[config.mk]
export PLATFORM = sky130hd
export DESIGN_NAME = sample_collector
export DESIGN_NICKNAME = d
export VERILOG_FILES = /design/src/rtl/sample_collector_pkg.sv /design/src/rtl/sample_fifo.sv /design/src/rtl/sample_collector.sv
export SDC_FILE = /design/constraint.sdc
export NUM_CORES = 2
export LEC_CHECK = 0
export ABC_AREA = 1
export CORE_ASPECT_RATIO = 0.9
export CORE_MARGIN = 3
export CORE_UTILIZATION = 35
export DETAILED_ROUTE_END_ITERATION = 10
export PLACE_DENSITY = 0.65
export SLEW_MARGIN = 15
export SYNTH_ARGS = -nofsm -noshare
export SYNTH_HDL_FRONTEND = slang
export SYNTH_SLANG_ARGS = --single-unit
[constraint.sdc]
create_clock -name clk -period 25.6 [get_ports clk]
set_input_delay 3.84 -clock clk [delete_from_list [all_inputs] [get_ports clk]]
set_output_delay 3.84 -clock clk [all_outputs]
set_load 0.1 [all_outputs]
[src/rtl/sample_collector_pkg.sv]
// ============================================================================
// Module   : sample_collector_pkg
// Purpose  : Shared types, constants and helpers for the sample collector.
//            Holds the FSM state enum, the Galois LFSR feedback mask, the
//            per-lane seed multiplier and the lane-count / seeding helpers.
// Ports    : none (package)
// Revision : 1.0 - initial release
// ============================================================================
`default_nettype none

package sample_collector_pkg;

   typedef enum logic [1:0] {
      ST_IDLE  = 2'd0,
      ST_RUN   = 2'd1,
      ST_DRAIN = 2'd2,
      ST_DONE  = 2'd3
   } state_t;

   // x^32 + x^22 + x^2 + x + 1 : low-order terms of the polynomial, applied
   // as the feedback mask of a left-shifting Galois LFSR (multiply by x mod p).
   localparam logic [31:0] LFSR_POLY     = 32'h0040_0007;

   // Golden-ratio constant used to decorrelate the lane seeds.
   localparam logic [31:0] LANE_SEED_MUL = 32'h9E37_79B9;

   function automatic int lane_count(input int vec_w);
      return (vec_w + 31) / 32;
   endfunction

   // An all-zero state would lock the LFSR, so it is replaced by 1.
   function automatic logic [31:0] lane_seed(input logic [31:0] seed, input int k);
      logic [31:0] s;
      s = seed ^ (32'(k) * LANE_SEED_MUL);
      return (s == 32'h0) ? 32'h1 : s;
   endfunction

   function automatic logic [31:0] lfsr_next(input logic [31:0] s);
      return s[31] ? ((s << 1) ^ LFSR_POLY) : (s << 1);
   endfunction

endpackage

`default_nettype wire

[src/rtl/sample_fifo.sv]
// ============================================================================
// Module   : sample_fifo
// Purpose  : Synchronous FIFO for accepted samples. Supports simultaneous
//            push and pop when full; flush empties it and beats push/pop.
// Ports    : clk, rst_n (async active-low), flush_i, push_i, data_i, pop_i,
//            data_o (head entry), full_o, empty_o
// Revision : 1.0 - initial release
// ============================================================================
`default_nettype none

module sample_fifo #(
   parameter int WIDTH = 32,
   parameter int DEPTH = 4
) (
   input  logic             clk,
   input  logic             rst_n,
   input  logic             flush_i,
   input  logic             push_i,
   input  logic [WIDTH-1:0] data_i,
   input  logic             pop_i,
   output logic [WIDTH-1:0] data_o,
   output logic             full_o,
   output logic             empty_o
);

   localparam int AW = $clog2(DEPTH);

   logic [WIDTH-1:0] mem_q [DEPTH];
   logic [AW:0]      wr_ptr_q;
   logic [AW:0]      rd_ptr_q;
   logic             do_pop;
   logic             do_push;

   // Extra pointer MSB distinguishes full from empty.
   assign empty_o = (wr_ptr_q == rd_ptr_q);
   assign full_o  = (wr_ptr_q[AW] != rd_ptr_q[AW]) &&
                    (wr_ptr_q[AW-1:0] == rd_ptr_q[AW-1:0]);

   assign do_pop  = pop_i && !empty_o;
   assign do_push = push_i && (!full_o || do_pop);

   assign data_o  = mem_q[rd_ptr_q[AW-1:0]];

   always_ff @(posedge clk or negedge rst_n) begin
      if (!rst_n) begin
         wr_ptr_q <= '0;
         rd_ptr_q <= '0;
      end else if (flush_i) begin
         wr_ptr_q <= '0;
         rd_ptr_q <= '0;
      end else begin
         if (do_push) wr_ptr_q <= wr_ptr_q + 1'b1;
         if (do_pop)  rd_ptr_q <= rd_ptr_q + 1'b1;
      end
   end

   // Storage needs no reset: entries are only visible behind the pointers.
   always_ff @(posedge clk) begin
      if (do_push && !flush_i) mem_q[wr_ptr_q[AW-1:0]] <= data_i;
   end

endmodule

`default_nettype wire

[src/rtl/sample_collector.sv]
// ============================================================================
// Module   : sample_collector
// Purpose  : Generates pseudo-random candidate vectors from parallel Galois
//            LFSR lanes, tests each against an external combinational
//            checker (sat_i) and buffers accepted ones until target_i
//            samples have been collected and drained.
// Ports    : clk, rst_n, start_i, abort_i, target_i, cand_o, sat_i,
//            smp_valid_o/smp_data_o/smp_ready_i (sample stream),
//            busy_o, done_o; trials_o/rejects_o when stats are enabled.
// Config   : define SAMPLE_COLLECTOR_STATS_EN to add trial/reject counters.
// Revision : 1.0 - initial release
// ============================================================================
`default_nettype none

module sample_collector
   import sample_collector_pkg::*;
#(
   parameter int          VEC_W      = 320,
   parameter int          FIFO_DEPTH = 4,
   parameter logic [31:0] SEED       = 32'hACE1_2345
) (
   input  logic             clk,
   input  logic             rst_n,
   input  logic             start_i,
   input  logic             abort_i,
   input  logic [15:0]      target_i,
   output logic [VEC_W-1:0] cand_o,
   input  logic             sat_i,
   output logic             smp_valid_o,
   output logic [VEC_W-1:0] smp_data_o,
   input  logic             smp_ready_i,
`ifdef SAMPLE_COLLECTOR_STATS_EN
   output logic [31:0]      trials_o,
   output logic [31:0]      rejects_o,
`endif
   output logic             busy_o,
   output logic             done_o
);

   localparam int LANES = lane_count(VEC_W);

   state_t            state_q;
   logic [15:0]       target_q;
   logic [15:0]       acc_cnt_q;
   logic [LANES*32-1:0] lanes;
   logic              fifo_full;
   logic              fifo_empty;
   logic              pop;
   logic              trial;
   logic              push;
   logic              start_ok;
   logic              flush;

   assign smp_valid_o = !fifo_empty;
   assign pop         = smp_valid_o && smp_ready_i;
   // A pop in the same cycle frees a slot, so a full FIFO still allows a trial.
   assign trial       = (state_q == ST_RUN) && !abort_i && (!fifo_full || pop);
   assign push        = trial && sat_i;
   assign start_ok    = start_i && !abort_i &&
                        ((state_q == ST_IDLE) || (state_q == ST_DONE));
   assign flush       = abort_i || start_ok;

   // ---------------------------------------------------------------- lanes
   for (genvar k = 0; k < LANES; k++) begin : g_lane
      localparam logic [31:0] LANE_SEED = lane_seed(SEED, k);
      logic [31:0] lane_q;

      always_ff @(posedge clk or negedge rst_n) begin
         if (!rst_n)     lane_q <= LANE_SEED;
         else if (trial) lane_q <= lfsr_next(lane_q);
      end

      assign lanes[k*32 +: 32] = lane_q;
   end

   assign cand_o = lanes[VEC_W-1:0];

   // ----------------------------------------------------------------- fifo
   sample_fifo #(
      .WIDTH (VEC_W),
      .DEPTH (FIFO_DEPTH)
   ) u_fifo (
      .clk     (clk),
      .rst_n   (rst_n),
      .flush_i (flush),
      .push_i  (push),
      .data_i  (cand_o),
      .pop_i   (pop),
      .data_o  (smp_data_o),
      .full_o  (fifo_full),
      .empty_o (fifo_empty)
   );

   // ------------------------------------------------------------------ fsm
   always_ff @(posedge clk or negedge rst_n) begin
      if (!rst_n) begin
         state_q   <= ST_IDLE;
         target_q  <= '0;
         acc_cnt_q <= '0;
         busy_o    <= 1'b0;
         done_o    <= 1'b0;
      end else if (abort_i) begin
         state_q <= ST_IDLE;
         busy_o  <= 1'b0;
         done_o  <= 1'b0;
      end else begin
         case (state_q)
            ST_IDLE, ST_DONE: begin
               if (start_i) begin
                  target_q  <= target_i;
                  acc_cnt_q <= '0;
                  if (target_i == 16'd0) begin
                     state_q <= ST_DONE;
                     busy_o  <= 1'b0;
                     done_o  <= 1'b1;
                  end else begin
                     state_q <= ST_RUN;
                     busy_o  <= 1'b1;
                     done_o  <= 1'b0;
                  end
               end
            end
            ST_RUN: begin
               if (push) begin
                  acc_cnt_q <= acc_cnt_q + 16'd1;
                  if (acc_cnt_q + 16'd1 == target_q) state_q <= ST_DRAIN;
               end
            end
            ST_DRAIN: begin
               if (fifo_empty) begin
                  state_q <= ST_DONE;
                  busy_o  <= 1'b0;
                  done_o  <= 1'b1;
               end
            end
            default: begin
               state_q <= ST_IDLE;
               busy_o  <= 1'b0;
               done_o  <= 1'b0;
            end
         endcase
      end
   end

`ifdef SAMPLE_COLLECTOR_STATS_EN
   // ---------------------------------------------------------------- stats
   logic [31:0] trials_q;
   logic [31:0] rejects_q;

   always_ff @(posedge clk or negedge rst_n) begin
      if (!rst_n) begin
         trials_q  <= '0;
         rejects_q <= '0;
      end else if (start_ok) begin
         trials_q  <= '0;
         rejects_q <= '0;
      end else if (trial) begin
         if (trials_q != '1)             trials_q  <= trials_q + 32'd1;
         if (!sat_i && rejects_q != '1)  rejects_q <= rejects_q + 32'd1;
      end
   end

   assign trials_o  = trials_q;
   assign rejects_o = rejects_q;
`endif

endmodule

`default_nettype wire

==> impl_metrics.yaml <==
status:
  status: "finished, final reports clean"
routing:
  m1WireLength_um: 72300
  wl_met2_um: 84800
  vias: 40300
  drt-pass1-iter-count: 5
  ant_nets: 0
  top_layer: "met4"
  routedWlPerCell_um: 22.1
  initialDrtViolationCount: 3550
  wl_um: 175000
  dr_wl_met3_um: 9940
  drc: 0
  routed_via_density: 5.08
floorplan:
  core_area_um2: 175000
  die_x_um: 449
  ioPinCount: 665
  die_h_um: 405
  core.rowCount: 145
  start_util_pct: 35.4
  die_area_um2: 182000
placed_design:
  portBuffers: 664
  dp_hpwl_um: 104000
  gp_congestion: 0.836
  pre_cts_ws_ns: 16.60
cts:
  cts_tree: "built"
  clock_latency_ns: 0.82
  cts_setup_buffers: 0
  path_clk_slew_ns: 0.05
  clkSinkCount: 1642
  cts_buffers: 168
  cts_resized: 0
  hold_buffers: 0
  cts.path.max_buffers: 3
  htree_levels: 4
  cts-root-buf: "clkbuf_16"
setup_path:
  r2r_cells: 13
  worstPathArrival_ns: 6.00
  path_class: "register to output pin"
  r2r_start: "u_fifo.rd_ptr_q[0]"
  worstSetupStartpoint: "u_fifo.rd_ptr_q[0]"
  worst_setup_path_start_kind: "register"
  timing.rr.end: "u_fifo.mem_q[0][257]"
  cp_max_fo: 92
  crit_required_ns: 21.76
  cp-endpoint: "smp_data_o[240]"
  worstSetupEndpointType: "output pin"
  ff2ff_setup_slack_ns: 19.24
finish:
  fin_nets: 5464
  antennaDiodeCount: 0
  syn_to_final_growth_pct: 23.5
  layout-drive-gt1-share_pct: 8.78
grt:
  track_usage_pct: 18.6
  grt.overflow.total: 0
  grt_first_pass_wirelength_um: 258000
  antenna_found_initial: 0
  grt_pass1_vias: 38200
  grt_max_degree: 158
synthesis:
  synth_edf_count: 1280
  yosysTopAreaCellShare_pct: 62.1
  synthFlopType: "edfxtp_1"
  yosysSeqAreaShare_pct: 77.1
  syn_area_um2: 61900
  ys_async_sr_fraction_pct: 22.0
  synth_area_leaders: "edfxtp_1 (62%), dfrtp_1 (7.9%), dfstp_2 (7.0%)"
  syn-num-nets: 4863
  synth.most_common_cell: "edfxtp_1"
  synth_cells: 4833
  synth-seq-cells: 1642
  syn_area_per_cell_um2: 12.8
  synth_commonest_cells: "edfxtp_1 (1,280), nand2_1 (954), o21ai_0 (732), nor2_1 (685), o22ai_1 (331)"
  yosys_warnings: 0
  ys_types: 34
  synth_top_area_cell: "edfxtp_1"
sta:
  fin_ws_ns: 15.76
  setup_tns_ns: 0
  drv_slew: 0
  finalHoldViolCount: 0
  skew_ns: 0.0541
  setup_viol: 0
  finalCritPeriodShare_pct: 38.4
  rsz0062_at_grt: "false"
  fin_crit_ns: 9.84
  slew_headroom_pct: 9.83
  clock.fmax_mhz: 102
  tightest_slew_ns: 1.35
flow_run:
  drv_cap: 0
min_path:
  hp-class: "register to register"
  min_from: "target_q[7]"
how the worst min path moves through the flow:
| stage | cells after the start | slack, ns | endpoint |
|---|---|---|---|
| 2_1_floorplan | 2 | 0.46 | target_q[14] |
| 3_5_place_dp | 2 | 0.48 | target_q[7] |
| 5_1_grt | 2 | 0.52 | g_lane[1].lane_q[6] |
| 4_1_cts | 2 | 0.49 | target_q[7] |
| 6_report | 2 | 0.49 | target_q[7] |
| 3_3_place_gp | 2 | 0.48 | target_q[7] |
per-layer routing:
metal	vias to the layer above	global-route usage [%]
met3	319	3.59
met2	1319	30.4
li1	18400	-
met5	-	0
met1	20300	24.2
met4	0	8.08
sequential cells by signal, indices dropped and copies added, names as in the netlist:
name / cells
busy_o: 1
u_fifo.rd_ptr_q: 3
acc_cnt_q: 16
u_fifo.mem_q: 1280
done_o: 1
state_q: 2
u_fifo.wr_ptr_q: 3
target_q: 16
g_lane.lane_q: 320
layout by cell type, fill, tap and decap left out, types with 38 or more instances in the layout:
master | synthesis | routed
inv_1 | 84 | 83
clkdlybuf4s50_1 | 0 | 659
o22ai_1 | 331 | 331
clkbuf_1 | 200 | 50
clkbuf_16 | 0 | 170
nand2_1 | 954 | 954
dfstp_2 | 166 | 166
dfrtp_1 | 196 | 194
nor2_1 | 685 | 682
buf_4 | 1 | 56
nand3_1 | 38 | 38
o21ai_0 | 732 | 732
edfxtp_1 | 1280 | 1280
metrics by stage:
stage	cells	cell area, µm²	hold WS [ns]	util (%)
after floorplan	4833	61900	0.455	-
after global placement	7616	70900	0.480	40.6
after detailed placement	7616	70900	0.482	40.6
after CTS	7933	76400	0.494	43.8
after global routing	7933	76400	0.520	43.8
final	7933	76400	0.490	43.8
logic make-up after synthesis:
family | count (synthesis) | synth area share (%)
AO/OA/AOI/OAI | 1076 | 9.39
buffers and inverters | 377 | 2.47
XOR/XNOR | 23 | 0.325
flip-flops | 1642 | 77.1
AND/OR/NAND/NOR | 1707 | 10.6
adder cells (fa/ha/maj) | 8 | 0.162
cell type report:
cell class	count	area (µm²)
inverters	87	349
clock inverters	84	960
fillers	15700	98300
flip-flops and latches	1642	47700
repair buffers	721	7130
clock buffers	233	4620
well taps	2352	2940
multi-input cells	2814	12700
worst max-delay path, stage by stage (launching register included):
cell and delay (ns):
dfrtp_4 0.84, buf_4 0.78, buf_4 0.79, buf_4 0.79, o21ai_0 0.21, o22ai_1 0.32, clkdlybuf4s50_1 1.21
Power is left out: the tool's default activity adds up to more than one toggle a clock period on the data nets, which glitch-free logic cannot reach.
